**src/rtl/mips_exec_unit.sv**
```systemverilog
`default_nettype none
// ============================================================================
// Module      : mips_exec_unit
// Description : Registered MIPS16 execute stage with valid/ready handshake and
//               an iterative shift-add multiplier. Owns the architectural PC.
// Revision    : 1.0 - initial release
// ============================================================================
module mips_exec_unit #(
    parameter int DATA_W = 16,
    parameter int SH_W   = $clog2(DATA_W)
) (
    input  logic              clk,
    input  logic              rst_n,
    input  logic              in_valid,
    output logic              in_ready,
    input  logic [2:0]        opcode,
    input  logic [3:0]        funct,
    input  logic [DATA_W-1:0] rs_val,
    input  logic [DATA_W-1:0] rt_val,
    input  logic [DATA_W-1:0] imm,
    input  logic [DATA_W-1:0] jtarget,
    output logic              out_valid,
    input  logic              out_ready,
    output logic [DATA_W-1:0] alu_result,
    output logic [DATA_W-1:0] pc_out,
    output logic              illegal
);

    localparam logic [2:0]        c_op_rtype = 3'b000;
    localparam logic [2:0]        c_op_slti  = 3'b001;
    localparam logic [2:0]        c_op_j     = 3'b010;
    localparam logic [2:0]        c_op_jal   = 3'b011;
    localparam logic [2:0]        c_op_beq   = 3'b110;
    localparam logic [2:0]        c_op_addi  = 3'b111;

    localparam logic [3:0]        c_fn_add   = 4'd0;
    localparam logic [3:0]        c_fn_sub   = 4'd1;
    localparam logic [3:0]        c_fn_and   = 4'd2;
    localparam logic [3:0]        c_fn_or    = 4'd3;
    localparam logic [3:0]        c_fn_xor   = 4'd4;
    localparam logic [3:0]        c_fn_sll   = 4'd5;
    localparam logic [3:0]        c_fn_srl   = 4'd6;
    localparam logic [3:0]        c_fn_slt   = 4'd7;
    localparam logic [3:0]        c_fn_mul   = 4'd8;

    localparam logic [DATA_W-1:0] c_one      = DATA_W'(1);
    localparam logic [SH_W-1:0]   c_cnt_one  = SH_W'(1);
    localparam logic [SH_W-1:0]   c_cnt_last = SH_W'(DATA_W - 1);

    typedef enum logic [0:0] {
        S_IDLE = 1'b0,
        S_MUL  = 1'b1
    } state_t;

    state_t              r_state;
    state_t              w_state_next;

    logic                r_out_valid;
    logic [DATA_W-1:0]   r_result;
    logic [DATA_W-1:0]   r_pc;
    logic                r_illegal;

    logic [DATA_W-1:0]   r_mcand;
    logic [DATA_W-1:0]   r_mplier;
    logic [DATA_W-1:0]   r_acc;
    logic [SH_W-1:0]     r_count;

    logic [DATA_W-1:0]   w_result;
    logic [DATA_W-1:0]   w_pc_inc;
    logic [DATA_W-1:0]   w_pc_next;
    logic                w_illegal;
    logic                w_is_mul;
    logic                w_out_free;
    logic                w_accept;
    logic                w_load_single;
    logic                w_mul_done;
    logic [DATA_W-1:0]   w_mul_sum;

    assign w_pc_inc      = r_pc + c_one;
    assign w_out_free    = !r_out_valid || out_ready;
    assign in_ready      = (r_state == S_IDLE) && w_out_free;
    assign w_accept      = in_valid && in_ready;
    assign w_load_single = w_accept && !w_is_mul;
    assign w_mul_done    = (r_state == S_MUL) && (r_count == '0) && w_out_free;
    assign w_mul_sum     = r_acc + (r_mplier[0] ? r_mcand : '0);

    // Decode and single-cycle ALU; reserved encodings yield 0 with illegal set.
    always_comb begin
        w_result  = '0;
        w_pc_next = w_pc_inc;
        w_illegal = 1'b0;
        w_is_mul  = 1'b0;
        case (opcode)
            c_op_rtype: begin
                case (funct)
                    c_fn_add: w_result = rs_val + rt_val;
                    c_fn_sub: w_result = rs_val - rt_val;
                    c_fn_and: w_result = rs_val & rt_val;
                    c_fn_or:  w_result = rs_val | rt_val;
                    c_fn_xor: w_result = rs_val ^ rt_val;
                    c_fn_sll: w_result = rs_val << rt_val[SH_W-1:0];
                    c_fn_srl: w_result = rs_val >> rt_val[SH_W-1:0];
                    c_fn_slt: w_result = {{(DATA_W-1){1'b0}},
                                          ($signed(rs_val) < $signed(rt_val))};
                    c_fn_mul: w_is_mul = 1'b1;
                    default:  w_illegal = 1'b1;
                endcase
            end
            c_op_slti: w_result = {{(DATA_W-1){1'b0}},
                                   ($signed(rs_val) < $signed(imm))};
            c_op_j:    w_pc_next = jtarget;
            c_op_jal: begin
                w_result  = w_pc_inc;
                w_pc_next = jtarget;
            end
            c_op_beq: begin
                w_result = rs_val - rt_val;
                if (rs_val == rt_val) begin
                    w_pc_next = imm;
                end
            end
            c_op_addi: w_result = rs_val + imm;
            default:   w_illegal = 1'b1;
        endcase
    end

    always_comb begin
        w_state_next = r_state;
        case (r_state)
            S_IDLE: if (w_accept && w_is_mul) w_state_next = S_MUL;
            S_MUL:  if (w_mul_done)           w_state_next = S_IDLE;
            default: w_state_next = S_IDLE;
        endcase
    end

    always_ff @(posedge clk) begin
        if (!rst_n) begin
            r_state <= S_IDLE;
        end else begin
            r_state <= w_state_next;
        end
    end

    // Counter 0 holds off the final bit so completion can wait on a full
    // output register without double-adding.
    always_ff @(posedge clk) begin
        if (!rst_n) begin
            r_mcand  <= '0;
            r_mplier <= '0;
            r_acc    <= '0;
            r_count  <= '0;
        end else if (w_accept && w_is_mul) begin
            r_mcand  <= rs_val;
            r_mplier <= rt_val;
            r_acc    <= '0;
            r_count  <= c_cnt_last;
        end else if ((r_state == S_MUL) && (r_count != '0)) begin
            r_acc    <= w_mul_sum;
            r_mcand  <= r_mcand << 1;
            r_mplier <= r_mplier >> 1;
            r_count  <= r_count - c_cnt_one;
        end
    end

    always_ff @(posedge clk) begin
        if (!rst_n) begin
            r_out_valid <= 1'b0;
            r_result    <= '0;
            r_pc        <= '0;
            r_illegal   <= 1'b0;
        end else if (w_load_single) begin
            r_out_valid <= 1'b1;
            r_result    <= w_result;
            r_pc        <= w_pc_next;
            r_illegal   <= w_illegal;
        end else if (w_mul_done) begin
            r_out_valid <= 1'b1;
            r_result    <= w_mul_sum;
            r_pc        <= w_pc_inc;
            r_illegal   <= 1'b0;
        end else if (out_ready) begin
            r_out_valid <= 1'b0;
        end
    end

    assign out_valid  = r_out_valid;
    assign alu_result = r_result;
    assign pc_out     = r_pc;
    assign illegal    = r_illegal;

endmodule
`default_nettype wire

```
**config.mk**
```make
export PLATFORM = sky130hd
export DESIGN_NAME = mips_exec_unit
export DESIGN_NICKNAME = d
export VERILOG_FILES = /design/src/rtl/mips_exec_unit.sv
export SDC_FILE = /design/constraint.sdc
export NUM_CORES = 1
export LEC_CHECK = 0
export BUFFER_PORTS_ARGS = -buffer_cell sky130_fd_sc_hd__buf_2
export CAP_MARGIN = 20
export CORE_ASPECT_RATIO = 1.75
export CORE_MARGIN = 5
export CORE_UTILIZATION = 48
export CTS_CLUSTER_SIZE = 20
export DETAILED_ROUTE_END_ITERATION = 10
export PLACE_DENSITY_LB_ADDON = 0.3
export SYNTH_ARGS = -nofsm -noshare
export SYNTH_HDL_FRONTEND = slang
export SYNTH_SLANG_ARGS = --single-unit
```
**constraint.sdc**
```tcl
create_clock -name clk -period 3.7 [get_ports clk]
set_input_delay 0.555 -clock clk [delete_from_list [all_inputs] [get_ports clk]]
set_output_delay 0.555 -clock clk [all_outputs]
set_load 0.01 [all_outputs]
```
### After elaboration in Yosys (flattened, before gate mapping)

Cells that the tools add are included.

| operators by class | value |
|---|---|
| add/subtract/negate cells | 6 |
| magnitude comparators | 2 |
| eq/ne operators | 14 |
| shifts and indexed selects | 2 |
| multiplexer cells | 27 |
| bitwise gates (word level) | 5 |
| reduce and logical (&&, ||, !) cells | 21 |

Operators by type and width:

| kind | number |
|---|---|
| 2-to-1 mux 16 bit | 10 |
| one-hot mux 16 bit (8 select lines) | 1 |
| one-hot mux 16 bit (5 select lines) | 1 |
| adder 16 bit | 3 |
| less-than comparator 16 bit | 2 |
| one-hot mux 16 bit (2 select lines) | 1 |
| adder 16 x 1 -> 16 bit (second input constant) | 1 |
| AND 16 bit | 1 |
| equality test 16 bit | 1 |
| equality test 4 x 3 -> 1 bit (second input constant) | 4 |
| OR 16 bit | 1 |
| << shifter 16 x 4 -> 16 bit | 1 |
| right shift 16 x 4 -> 16 bit | 1 |
| subtractor 16 bit | 1 |
| bitwise XOR 16 bit | 1 |
| 2-to-1 mux 1 bit | 10 |
| OR reduction 9 bit | 1 |
| equality test 4 x 2 -> 1 bit (second input constant) | 2 |
| logical NOT 4 bit | 2 |
| 2-to-1 mux 4 bit | 2 |
| logical AND 1 bit | 7 |
| equality test 3 x 2 -> 1 bit (second input constant) | 2 |
| equality test 3 bit (second input constant) | 2 |
| OR reduction 5 bit | 1 |
| 13 further kinds | 18 |

| storage, ports and cells | value |
|---|---|
| flip-flop bits (word level) | 87 |
| input bits | 75 |
| output and inout port bits | 35 |
| logic and storage cells | 86 |

### Depth between registers and ports, before layout

| depth | value |
|---|---|
| word-level depth | 7 |
| depth in mapped cells | 13 |
| mapped depth without buffers | 12 |

### Worst setup path after synthesis

OpenSTA, ideal clock, no wires.

| timing path | value |
|---|---|
| path type | input to register |
| start | input rt_val[2] |
| end | register r_result[14], in the netlist alu_result[14] |
| library setup time | 120 ps |
| arrival time | 3,231 ps |
| data required time | 3,580 ps |
| path slack | 349 ps |
| stages on the path | 12 |
| path buffers | 2 |
| cell sequence | inv_1 -> clkbuf_1 -> ha_1 -> buf_6 -> nor2b_4 -> o31a_1 -> o41a_1 -> o41a_1 -> a221o_1 -> a21oi_2 -> xnor2_1 -> a211o_1 |

| between the ends | value |
|---|---|
| longest elaborated chain between the ends | 4 |
| elaborated cells on any way between the ends | 7 |
| those cells by class | add/sub (2); shift (2); mux (3) |

Ends and longest elaborated chain:

| item | RTL line | RTL |
|---|---|---|
| from (decl) | 19 | `input logic [DATA_W-1:0] rt_val,` |
| subtractor 16 bit (tied with other cells) | 97, 117 |  |
| one-hot mux 16 bit (8 select lines) | 95 | `case (funct)` |
| one-hot mux 16 bit (5 select lines) (*) | 93 | `case (opcode)` |
| 2-to-1 mux 16 bit (*) | 171 | `end else if (w_load_single) begin` |
| to (signal assigned) | 173 | `r_result <= w_result;` |
| to (signal assigned) | 178 | `r_result <= w_mul_sum;` |
| to (decl) | 59 | `logic [DATA_W-1:0] r_result;` |

Mark *: on every way between the ends. The rest lies on a longest branch, timed or not.
A chain may end at the register's enable or synchronous reset.

### Worst setup path in the final report

| timing path | value |
|---|---|
| start | input rs_val[0] |
| end | register r_result[10], in the netlist alu_result[10] |

| between the ends | value |
|---|---|
| longest elaborated chain between the ends | 4 |
| elaborated cells on any way between the ends | 8 |
| those cells by class | add/sub (3); shift (2); mux (3) |

Ends and longest elaborated chain:

| item | RTL line | RTL |
|---|---|---|
| from (decl) | 18 | `input logic [DATA_W-1:0] rs_val,` |
| subtractor 16 bit (tied with other cells) | 97, 117 |  |
| one-hot mux 16 bit (8 select lines) | 95 |  |
| one-hot mux 16 bit (5 select lines) (*) | 93 |  |
| 2-to-1 mux 16 bit (*) | 171 |  |

Marks and branches as above.

==> flow_metrics.py <==
metrics = {
    "outcome": {
        "status": "finished, final reports clean",
    },
    "timing": {
        "holdWs_ns": 0.455,
        "finalMaxSlewViolations": 0,
        "timing.final.ws_setup_ns": 0.211,
        "finalSetupViolations": 0,
        "maxSlewHeadroom_pct": 29.9,
        "post-route-period-util_pct": 94.3,
        "fin_crit_ns": 3.49,
        "hold_viol": 0,
        "tightest_slew_ns": 1.05,
        "setup_tns_ns": 0,
        "rsz0062_at_grt": "no",
        "finClkSkew_ns": 0.0137,
        "fmax_mhz": 287,
    },
    "yosys": {
        "seq_area_frac_synth_pct": 17.0,
        "synth_edf_count": 0,
        "ys_ff_latch": 87,
        "ys_warn_count": 0,
        "syn-num-nets": 1581,
        "synth_top_area_share_pct": 17.0,
        "async_flop_share_pct": 0,
        "synth_area_um2": 10300,
        "ys_types": 81,
        "synth_cells": 1398,
        "synth_area_leaders": "dfxtp_1, ha_1, a21oi_1, nand2_1, nor2_1",
        "avgSynthCellArea_um2": 7.33,
        "yosysTopAreaCell": "dfxtp_1",
        "synth_flop_cell": "dfxtp_1",
    },
    "power": {
        "vdd_drop_max_v": 0.000207,
        "clock_power_share_pct": 31.2,
        "p_int_mw": 1.91,
        "seq_power_share_pct": 32.3,
        "finalPower_mw": 3.03,
        "p_switching_mw": 1.12,
        "p_sw_share_pct": 37.0,
        "power.density_nw_per_um2": 262,
        "leakage_nw": 5.13,
        "p_comb_share_pct": 36.6,
    },
    "placed_design": {
        "place.gp.congestion": 1.10,
        "dpl_cell_area_um2": 11300,
        "numPortBuffers": 109,
        "hpwl_um": 35000,
        "place_ws_ns": -0.0219,
        "placed_cells_incl_taps": 1739,
    },
    "clock_network": {
        "cts_tree": "done",
        "clockRootBuffer": "clkbuf_16",
        "clock_sinks": 87,
        "cts_resized": 0,
        "cts_buffers": 9,
        "clk_latency_ns": 0.35,
        "cts-htree-levels": 3,
        "postCtsSetupBuffers": 0,
        "clk_pin_slew_ns": 0.07,
        "cts_buffer_depth": 2,
        "ctsHoldBuffers": 0,
    },
    "setup_path": {
        "crit_path_end_kind": "register",
        "required_ns": 3.93,
        "arrival_ns": 3.72,
        "cp_max_fo": 7,
        "r2r_slack_ns": 0.59,
        "criticalPathCategory": "input pin to register",
        "cp-start-kind": "input pin",
    },
    "detailed_routing": {
        "viasPerCell": 6.57,
        "ant_nets": 0,
        "vias": 11500,
        "drc": 0,
        "drt-pass1-iter-count": 9,
        "drtIter0Drc": 1189,
        "wl_per_cell_um": 25.0,
        "wirelength_um": 44000,
    },
    "floorplan": {
        "die_area_um2": 24500,
        "num_rows": 70,
        "die_w_um": 120,
        "coreArea_um2": 21000,
        "die_y_um": 203,
        "initial_core_util_pct": 48.8,
        "ios": 110,
    },
    "final_layout": {
        "fin_nets": 1681,
        "areaGrowthSynthToFinish_pct": 13.0,
        "post_route_cells_drive_above_1_share_pct": 14.8,
        "final_common_cell": "nand2_1",
        "final_cell_mix": "nand2_1, a21oi_1, nor2_1, buf_2, ha_1",
        "diodes": 0,
        "final_cells": 1755,
        "final_area_um2": 11600,
        "fill_cells": 2102,
        "finish.utilization_pct": 55.1,
    },
    "global_route": {
        "grt_max_degree": 42,
        "track_usage_pct": 35.0,
        "antenna_found_initial": 0,
        "grt_pass1_vias": 11100,
        "grt_first_pass_wirelength_um": 65500,
        "gr-total-overflow": 0,
    },
    "worst_hold_path": {
        "min_path_type": "register to register",
    },
    "run": {
        "timing.max_cap.violations": 0,
    },
}
cell families after synthesis:
| family | Yosys count | share of synthesized area [%] |
|---|---|---|
| flip-flops | 87 | 17.0 |
| AND/OR/NAND/NOR | 460 | 21.1 |
| AO/OA/AOI/OAI | 473 | 31.1 |
| adder cells (fa/ha/maj) | 108 | 13.5 |
| buffers and inverters | 167 | 6.29 |
| XOR/XNOR | 61 | 5.21 |
| multiplexers | 42 | 5.81 |
layer usage:
| layer | vias up | part of all wire (%) | track usage, % |
|---|---|---|---|
| met3 | 179 | 6.1 | 4.25 |
| met2 | 584 | 49 | 60.9 |
| li1 | 5291 | - | - |
| met5 | - | 0 | 0 |
| met4 | 0 | 9.4 | 26.9 |
| met1 | 5470 | 35 | 38.1 |
synthesized netlist by cell type, drive strengths merged (12+ instances only):
| cell type | count |
|---|---|
| a211oi | 29 |
| a21boi | 27 |
| a21o | 12 |
| a21oi | 119 |
| a22oi | 31 |
| a31oi | 14 |
| and2 | 25 |
| buf | 12 |
| clkbuf | 71 |
| dfxtp | 87 |
| ha | 104 |
| inv | 83 |
| mux2i | 19 |
| mux4 | 13 |
| nand2 | 147 |
| nand2b | 16 |
| nand3 | 41 |
| nor2 | 118 |
| nor2b | 19 |
| nor3 | 40 |
| o211a | 18 |
| o211ai | 15 |
| o21a | 13 |
| o21ai | 84 |
| o221ai | 18 |
| o22ai | 13 |
| o31ai | 13 |
| or3 | 15 |
| xnor2 | 40 |
| xor2 | 21 |
path summary, 6_finish.rpt:
kind / endpoint / startpoint / cells after the start
setup / recovery: alu_result[10]$_SDFFE_PN0P_ / rs_val[0] / 14
hold / removal: r_mplier[2]$_SDFFE_PN0P_ / r_mplier[2]$_SDFFE_PN0P_ / 2
setup reg to reg: pc_out[2]$_SDFFE_PN0P_ / r_count[0]$_SDFFE_PN0P_ / 10
hold reg to reg: r_mplier[2]$_SDFFE_PN0P_ / r_mplier[2]$_SDFFE_PN0P_ / 2
critical path, stage by stage:
cell and delay (ns):
buf_2 0.24, inv_1 0.14, ha_1 0.26, fa_1 0.47, o21bai_1 0.30, a2111oi_0 0.18, buf_4 0.17, o41ai_1 0.24
buf_4 0.18, a21oi_1 0.08, xnor2_1 0.32, o22ai_1 0.14, a211oi_1 0.34, o22ai_1 0.12
registers in the layout, indices dropped and copies added (netlist names):
name        count
alu_result     16
illegal         1
out_valid       1
pc_out         16
r_acc          16
r_count         4
r_mcand        16
r_mplier       16
r_state         1
power by group through the flow:
| stage | Clock (mW) | Combinational, mW | Sequential, mW |
|---|---|---|---|
| floorplan | 0 | 0.638 | 1.00 |
| global placement | 0 | 1.08 | 0.998 |
| detailed placement | 0 | 1.07 | 0.999 |
| CTS | 0.949 | 1.08 | 0.978 |
| global route | 0.989 | 1.17 | 0.981 |
| finish | 0.946 | 1.11 | 0.979 |
layout make-up:
| class | instances | area [um^2] | area share [%] |
|---|---|---|---|
| multi-input cells | 1144 | 7900 | 68.1 |
| repair buffers | 172 | 1020 | 8.79 |
| clock buffers | 12 | 246 | 2.13 |
| clock inverters | 4 | 52.6 | 0.454 |
| flip-flops and latches | 87 | 1740 | 15.0 |
| well taps | 252 | 315 | 2.72 |
| inverters | 84 | 315 | 2.72 |
No activity file was read; power rests on OpenSTA's default activity.
